`config.mk`:
```
export PLATFORM = sky130hd
export DESIGN_NAME = rx
export DESIGN_NICKNAME = d
export VERILOG_FILES = /design/src/rtl/rx_pkg.sv /design/src/rtl/rx_baud_timer.sv /design/src/rtl/rx.sv
export SDC_FILE = /design/constraint.sdc
export NUM_CORES = 1
export LEC_CHECK = 0
export ABC_AREA = 1
export CAP_MARGIN = 0
export CORE_MARGIN = 2
export CORE_UTILIZATION = 55
export DETAILED_ROUTE_END_ITERATION = 8
export GPL_ROUTABILITY_DRIVEN = 0
export PLACE_DENSITY = 0.84
export SETUP_SLACK_MARGIN = 0.02
export SLEW_MARGIN = 20
export SYNTH_ARGS = -nofsm -noshare
export SYNTH_HDL_FRONTEND = slang
export SYNTH_HIERARCHICAL = 1
export SYNTH_SLANG_ARGS = --single-unit
```
`constraint.sdc`:
```
create_clock -name clk -period 3.55 [get_ports clk]
set_input_delay 0.8875 -clock clk [delete_from_list [all_inputs] [get_ports clk]]
set_output_delay 0.8875 -clock clk [all_outputs]
set_load 0.02 [all_outputs]
```
`src/rtl/rx_pkg.sv`:
```
// Shared definitions for the 8-bit UART receive path (FSM encoding, parity constants).
// Also imported by the transmit side for the parity-mode constants.
package rx_pkg;

  typedef enum logic [2:0] {
    IDLE  = 3'd0,
    START = 3'd1,
    BITS  = 3'd2,
    PAR   = 3'd3,
    STOP  = 3'd4,
    DONE  = 3'd5
  } rx_state_e;

  localparam int PARITY_ODD  = 1;
  localparam int PARITY_EVEN = 0;

  function automatic logic maj3(input logic a, input logic b, input logic c);
    return (a & b) | (a & c) | (b & c);
  endfunction

endpackage

```
`src/rtl/rx_baud_timer.sv`:
```
// Bit-period timer for the UART receiver: flags the half-bit point and the last tick of a bit.
// With RX_MAJORITY_VOTE_EN the clear value is 1, because the receiver restarts one cycle late.
module rx_baud_timer #(
  parameter int BIT_TICKS  = 5208,
  parameter int HALF_TICKS = 2604
) (
  input  logic clk,
  input  logic rst,
  input  logic clr,
  output logic half_done,
  output logic full_done
);

  localparam int W = $clog2(BIT_TICKS + 1);

`ifdef RX_MAJORITY_VOTE_EN
  localparam logic [W-1:0] CLR_VAL = W'(1);
`else
  localparam logic [W-1:0] CLR_VAL = W'(0);
`endif

  logic [W-1:0] cnt_q;

  always_ff @(posedge clk or negedge rst) begin
    if (!rst) begin
      cnt_q <= '0;
    end else if (clr) begin
      cnt_q <= CLR_VAL;
    end else begin
      cnt_q <= cnt_q + W'(1);
    end
  end

  // full_done marks the final tick so that consecutive samples are exactly BIT_TICKS apart
  assign half_done = (cnt_q == W'(HALF_TICKS));
  assign full_done = (cnt_q == W'(BIT_TICKS - 1));

endmodule

```
`src/rtl/rx.sv`:
```
// UART receiver: 1 start, 8 data (LSB first), 1 parity, 1 stop; strobes each completed frame.
// Optional RX_MAJORITY_VOTE_EN: 2-of-3 vote around every sample point.
module rx
  import rx_pkg::*;
#(
  parameter int CLK_FREQ    = 100000000,
  parameter int BAUD_RATE   = 19200,
  parameter int PARITY_MODE = 1
) (
  input  logic       clk,
  input  logic       rst,
  input  logic       rx_in,
  output logic [7:0] dout,
  output logic       data_strobe,
  output logic       busy,
  output logic       parity_error,
  output logic       framing_error
);

  localparam int BIT_TICKS  = CLK_FREQ / BAUD_RATE;
  localparam int HALF_TICKS = BIT_TICKS / 2;

  logic [1:0] sync_q;
  logic [1:0] valid_q;
  logic       rx_s;
  logic       rx_prev_q;
  logic       fall_edge;
  logic       half_done;
  logic       full_done;
  logic       half_tick;
  logic       full_tick;
  logic       sample;
  logic       timer_clr;
  logic       exp_par;

  rx_state_e  state_q, state_d;
  logic [7:0] shift_q, shift_d;
  logic [2:0] bit_cnt_q, bit_cnt_d;
  logic       par_bit_q, par_bit_d;
  logic [7:0] dout_q, dout_d;
  logic       perr_q, perr_d;
  logic       ferr_q, ferr_d;
  logic       strobe_q, strobe_d;

  assign rx_s = sync_q[1];

  // rx_prev only follows rx_s once the synchronizer holds real line data, so a line
  // held low through reset release never looks like a falling edge
  always_ff @(posedge clk or negedge rst) begin
    if (!rst) begin
      sync_q    <= 2'b11;
      valid_q   <= 2'b00;
      rx_prev_q <= 1'b0;
    end else begin
      sync_q    <= {sync_q[0], rx_in};
      valid_q   <= {valid_q[0], 1'b1};
      rx_prev_q <= valid_q[1] & rx_s;
    end
  end

  assign fall_edge = rx_prev_q & ~rx_s;

  rx_baud_timer #(
    .BIT_TICKS (BIT_TICKS),
    .HALF_TICKS(HALF_TICKS)
  ) u_timer (
    .clk      (clk),
    .rst      (rst),
    .clr      (timer_clr),
    .half_done(half_done),
    .full_done(full_done)
  );

`ifdef RX_MAJORITY_VOTE_EN
  logic rx_d1_q, rx_d2_q, half_q, full_q;

  always_ff @(posedge clk or negedge rst) begin
    if (!rst) begin
      rx_d1_q <= 1'b1;
      rx_d2_q <= 1'b1;
      half_q  <= 1'b0;
      full_q  <= 1'b0;
    end else begin
      rx_d1_q <= rx_s;
      rx_d2_q <= rx_d1_q;
      half_q  <= half_done;
      full_q  <= full_done;
    end
  end

  assign half_tick = half_q;
  assign full_tick = full_q;
  assign sample    = maj3(rx_s, rx_d1_q, rx_d2_q);
`else
  assign half_tick = half_done;
  assign full_tick = full_done;
  assign sample    = rx_s;
`endif

  assign exp_par = (PARITY_MODE == PARITY_ODD) ? ~^shift_q : ^shift_q;

  always_comb begin
    state_d   = state_q;
    shift_d   = shift_q;
    bit_cnt_d = bit_cnt_q;
    par_bit_d = par_bit_q;
    dout_d    = dout_q;
    perr_d    = perr_q;
    ferr_d    = ferr_q;
    strobe_d  = 1'b0;
    timer_clr = 1'b0;
    case (state_q)
      IDLE: begin
        timer_clr = 1'b1;
        if (fall_edge) state_d = START;
      end
      START: begin
        if (half_tick) begin
          if (sample) begin
            state_d = IDLE;
          end else begin
            timer_clr = 1'b1;
            bit_cnt_d = 3'd0;
            state_d   = BITS;
          end
        end
      end
      BITS: begin
        if (full_tick) begin
          shift_d   = {sample, shift_q[7:1]};
          timer_clr = 1'b1;
          if (bit_cnt_q == 3'd7) state_d = PAR;
          else bit_cnt_d = bit_cnt_q + 3'd1;
        end
      end
      PAR: begin
        if (full_tick) begin
          par_bit_d = sample;
          timer_clr = 1'b1;
          state_d   = STOP;
        end
      end
      STOP: begin
        if (full_tick) begin
          dout_d    = shift_q;
          perr_d    = (par_bit_q != exp_par);
          ferr_d    = ~sample;
          strobe_d  = 1'b1;
          timer_clr = 1'b1;
          state_d   = DONE;
        end
      end
      DONE: begin
        // wait out a held-low line so a break cannot retrigger a frame
        timer_clr = 1'b1;
        if (rx_s) state_d = IDLE;
      end
      default: begin
        timer_clr = 1'b1;
        state_d   = IDLE;
      end
    endcase
  end

  always_ff @(posedge clk or negedge rst) begin
    if (!rst) begin
      state_q   <= IDLE;
      shift_q   <= 8'h00;
      bit_cnt_q <= 3'd0;
      par_bit_q <= 1'b0;
      dout_q    <= 8'h00;
      perr_q    <= 1'b0;
      ferr_q    <= 1'b0;
      strobe_q  <= 1'b0;
    end else begin
      state_q   <= state_d;
      shift_q   <= shift_d;
      bit_cnt_q <= bit_cnt_d;
      par_bit_q <= par_bit_d;
      dout_q    <= dout_d;
      perr_q    <= perr_d;
      ferr_q    <= ferr_d;
      strobe_q  <= strobe_d;
    end
  end

  assign dout          = dout_q;
  assign data_strobe   = strobe_q;
  assign parity_error  = perr_q;
  assign framing_error = ferr_q;
  assign busy          = (state_q == START) || (state_q == BITS) ||
                         (state_q == PAR)   || (state_q == STOP);

endmodule

```
### Word level (Yosys, flattened, before mapping)

Index checks and enable logic that the tools add are counted.

| cells by class | value |
|---|---|
| add/sub/neg operators | 2 |
| equality and inequality tests | 18 |
| muxes and demuxes | 20 |
| bitwise logic cells | 3 |
| reductions and logical operators | 12 |

Operator list:

| cell | number |
|---|---|
| 3-bit two-way mux | 11 |
| 2-bit != test (second input constant) | 9 |
| 3-bit one-hot mux with 6 select lines | 1 |
| 13-bit by 1-bit adder with 13-bit output (second input constant) | 1 |
| 13-bit by 12-bit equality test with 1-bit output (second input constant) | 1 |
| 13-bit equality test (second input constant) | 1 |
| 13-bit two-way mux | 1 |
| 3-bit equality test (second input constant) | 3 |
| 8-bit XNOR reduction | 1 |
| 7-bit AND reduction | 1 |
| 3-bit by 2-bit equality test with 1-bit output (second input constant) | 2 |
| 3-bit one-hot mux with 2 select lines | 1 |
| 2-bit AND reduction | 3 |
| 5-bit AND reduction | 1 |
| 1-bit two-way mux | 4 |
| 3-bit by 1-bit adder with 3-bit output (second input constant) | 1 |
| 3-bit by 1-bit equality test with 1-bit output (second input constant) | 1 |
| 3-bit logical NOT | 1 |
| 1-bit logical OR | 3 |
| 3-bit OR reduction | 1 |
| 1-bit bitwise AND | 2 |
| 2-bit two-way mux | 1 |
| 1-bit one-hot mux with 2 select lines | 1 |
| 2-bit nonzero test | 1 |
| other kinds (2) | 2 |

| word-level totals | value |
|---|---|
| register bits | 44 |
| bits of input ports | 3 |
| output and inout port bits | 12 |
| word-level logic and storage cells | 67 |

### Longest topological paths before layout

| depth | value |
|---|---|
| depth in word-level cells | 4 |
| gate-level depth with buffers | 11 |
| depth with buffers taken out | 10 |

### Modules after synthesis

The synthesis kept the hierarchy.

Modules (own cells, without submodules):

| module | times used | cells an instance | area an instance (um2) | sequential area each (um2) |
|---|---|---|---|---|
| rx | 1 | 161 | 1436.4 | 778.2 |
| rx_baud_timer | 1 | 105 | 734.5 | 325.3 |

### Least setup slack after synthesis

Ideal clock, no wire load.

| timing path | value |
|---|---|
| path type | register to output |
| from | register state_q[1] |
| to | output busy |
| arrival | 0.878 ns |
| data required time | 2.663 ns |
| path slack | 1.784 ns |
| cell stages (with the launch flop) | 4 |
| buffers on the path | 0 |
| cell sequence | dfrtp_1 inv_2 nand3_2 nand4_1 |

| between the ends | value |
|---|---|
| longest elaborated chain between the ends | 4 |
| elaborated cells between the ends (all ways) | 7 |
| those cells by class | eq/ne (4); reduce/logical (3) |

Ends and longest elaborated chain:

| item | RTL line | source |
|---|---|---|
| start, declared | rx.sv:36 | `rx_state_e state_q, state_d;` |
| start signal, assigned | rx.sv:176 | `state_q <= state_d;` |
| 3-bit by 1-bit equality test with 1-bit output / 3-bit by 2-bit equality test with 1-bit output (equally long branches) | rx.sv:191 | `assign busy = (state_q == START) \|\| (state_q == BITS) \|\|` |
| 1-bit logical OR (2 in series) | rx.sv:191 |  |
| 1-bit logical OR * | rx.sv:192 | `(state_q == PAR) \|\| (state_q == STOP);` |
| end, declared | rx.sv:15 | `output logic busy,` |

Mark *: on every way between the ends. The rest lies on a longest branch, timed or not.

### Worst setup path after layout

| timing path | value |
|---|---|
| from | register state_q[2] |
| to | output busy |

The elaborated chain is that of the path after synthesis.

==> out/metrics.cfg <==
[outcome]
status = finished, final reports clean

[floorplanning]
initial_core_util = 0.584
die_area_um2 = 4470
die_w_um = 66.8
rows = 22
dieHeight_um = 66.8
core_area_um2 = 3720
ios = 15

[place]
hpwl_mm = 2.79
port_buffers = 14
numPlacedInstances = 326
place_ws_ns = 1.17

[cts]
clk_latency_ns = 0.30
cts.path.max_buffers = 2
post_cts_buffers = 0
clk_pin_slew_ns = 0.08
htree_levels = 2
ctsHoldBuffers = 0
clock-sinks = 44
cts_root_buf = clkbuf_8
cts_made_buffers = 5
cts_tree = yes
cts_resized = 0

[worst_setup_path]
cp.arrival_ns = 1.85
r2r_cells = 9
r2r_setup_slack_ns = 1.36
critPathLaunchType = flip-flop
crit_fanout = 6
crit_path_end_kind = output port
rr_endpoint = u_timer/cnt_q[3]
worstPathRequired_ns = 2.66
worstSetupPathType = flip-flop to output port
r2r-start = u_timer/cnt_q[0]

[power]
powerDensity_nw_per_um2 = 517
internal-power_uw = 840
leakage_nw = 1.15
clkPwrFrac = 0.294
combPwrFrac = 0.251
pwr-share-seq = 0.455
switching_share = 0.339
ir_drop_mv = 0.385
switchingPower_uw = 430

[layout]
syn_to_final_growth_pct = 13.2
n_antenna_cell = 0
multi_input_area_um2 = 921
fin_nets = 292
seq_area_um2 = 1100
layout-drive-gt1-share = 0.133
fillers = 315
finalNonFillerCells = 334

[timing]
slew-limit-headroom = 0.379
fin_tns_setup_ns = 0
timing.final.crit_share = 0.770
setup_violations = 0
max_freq_mhz = 366
hold_viol_final = 0
fin_crit_ns = 2.74
setup_slack_ns = 0.815
rsz0062_at_grt = false
drv_slew = 0
clock_skew_ns = 0.00692
tightest_slew_ns = 0.931
timing.hold.ws_ns = 0.358

[drt]
ant_nets = 0
drc_errors = 0
dr.pass1.iters = 4
routed_wl_mm = 3.79
viasPerCell = 5.11
vias = 1708
drt_iter0_drc = 71
wl_per_cell_um = 11.3

[yosys]
synthDistinctLibCells = 26
syn_area_per_cell_um2 = 8.16
yosysWarnings = 6
yosysTopAreaCell = dfrtp_1
synthesis.nets = 273
synthCells = 266
netlist_area_um2 = 2170
ys_ff_latch = 44
seq_area_frac_synth = 0.508
netlist.area_leader.share = 0.484
yosys-top-cells-area = dfrtp_1 (48%), nand2_1 (14%), nand3_1 (4.8%)

[worst_hold_path]
worstHoldStart = valid_q[0]
hold_path.class = flip-flop to flip-flop
hold_end = valid_q[1]
hold_path_depth = 0

[grt]
grt_pass1_wl_mm = 6.56
overflow = 0
antenna_found_initial = 0
grt_usage = 0.197
grt_max_degree = 45
grt_pass1_vias = 1543

[flow_run]
cap_violations = 0

-- power groups by stage --
| stage | logic (mW) | clock network, mW | registers [mW] |
|---|---|---|---|
| floorplan | 0.230 | 0 | 0.577 |
| global placement | 0.310 | 0 | 0.582 |
| detailed placement | 0.319 | 0 | 0.586 |
| CTS | 0.321 | 0.386 | 0.576 |
| global route | 0.362 | 0.402 | 0.582 |
| finish | 0.319 | 0.374 | 0.578 |
-- flip-flops by register name, summed over array words and instances (netlist names) --
signal	cells
bit_cnt_q	3
rx_prev_q	1
valid_q	2
u_timer/cnt_q	13
data_strobe	1
framing_error	1
shift_q	8
par_bit_q	1
parity_error	1
sync_q	2
state_q	3
dout	8
-- area by class of cell --
cell class,instances,share of cell area
Tap cell,48,0.0244
Timing Repair Buffer,14,0.0550
Multi-Input combinational cell,186,0.375
Clock buffer,6,0.0295
Sequential cell,44,0.449
Inverter,34,0.0530
Clock inverter,2,0.0143
-- per-stage QoR --
stage / power [mW] / instance area [um^2] / utilization
floorplan: 0.806 / 2170 / -
CTS: 1.28 / 2460 / 0.661
global route: 1.35 / 2460 / 0.661
global placement: 0.892 / 2350 / 0.632
finish: 1.27 / 2460 / 0.661
detailed placement: 0.905 / 2350 / 0.632
-- cell usage in the layout (no fill, tap or decap) --
master,instances
a21oi_1,4
buf_2,1
bufinv_16,1
clkbuf_1,1
clkbuf_8,5
clkdlybuf4s50_1,13
clkinv_1,2
clkinv_2,1
conb_1,1
dfrtp_1,42
dfstp_2,2
ha_1,4
inv_1,27
inv_2,4
inv_4,1
nand2_1,80
nand2_2,1
nand3_1,21
nand3_2,5
nand4_1,4
nand4_2,1
nor2_1,26
nor2_2,5
nor2_4,1
nor3_1,4
nor4_1,1
o21ai_0,6
o21ai_1,11
o21ai_2,10
xnor2_1,1
-- cells by family (layout without fill, tap and decap cells) --
group,count (synthesis),in the layout,synth area share
XOR/XNOR,1,1,0.00404
flip-flops,44,44,0.508
other,1,1,0.00173
buffers and inverters,36,56,0.0674
adder cells (fa/ha/maj),4,4,0.0231
AO/OA/AOI/OAI,31,31,0.0888
AND/OR/NAND/NOR,149,149,0.307
-- cells in the mapped netlist --
cell type and instances:
a21oi_1 4, buf_2 1, buf_6 1, clkinv_1 2, conb_1 1, dfrtp_1 42
dfstp_2 2, ha_1 4, inv_1 27, inv_2 4, inv_4 1, nand2_1 80
nand2_2 1, nand3_1 21, nand3_2 5, nand4_1 4, nand4_2 1, nor2_1 26
nor2_2 5, nor2_4 1, nor3_1 4, nor4_1 1, o21ai_0 6, o21ai_1 11
o21ai_2 10, xnor2_1 1
-- routing by layer --
layer  vias to the layer above  GRT usage  part of all wire
met1                       794      0.235              0.45
met3                         6     0.0507             0.032
li1                        885          -                 -
met4                         0     0.0765             0.015
met5                         -          0                 0
met2                        23      0.340              0.50
-- worst max-delay path, cell delays in order (launching register included) --
cell	delay, ns
dfrtp_1	0.46
inv_2	0.14
nand3_1	0.16
nand4_1	0.17
clkdlybuf4s50_1	0.61
-- worst max path at each step --
stage | start | to | slack (ns) | cells past startpoint
floorplan | state_q[1] | busy | 1.78 | 3
global placement | state_q[2] | busy | 1.25 | 4
detailed placement | state_q[2] | busy | 1.17 | 4
CTS | state_q[2] | busy | 0.82 | 4
global route | state_q[2] | busy | 0.76 | 4
finish | state_q[2] | busy | 0.81 | 4
No activity file was read; power rests on OpenSTA's default activity.
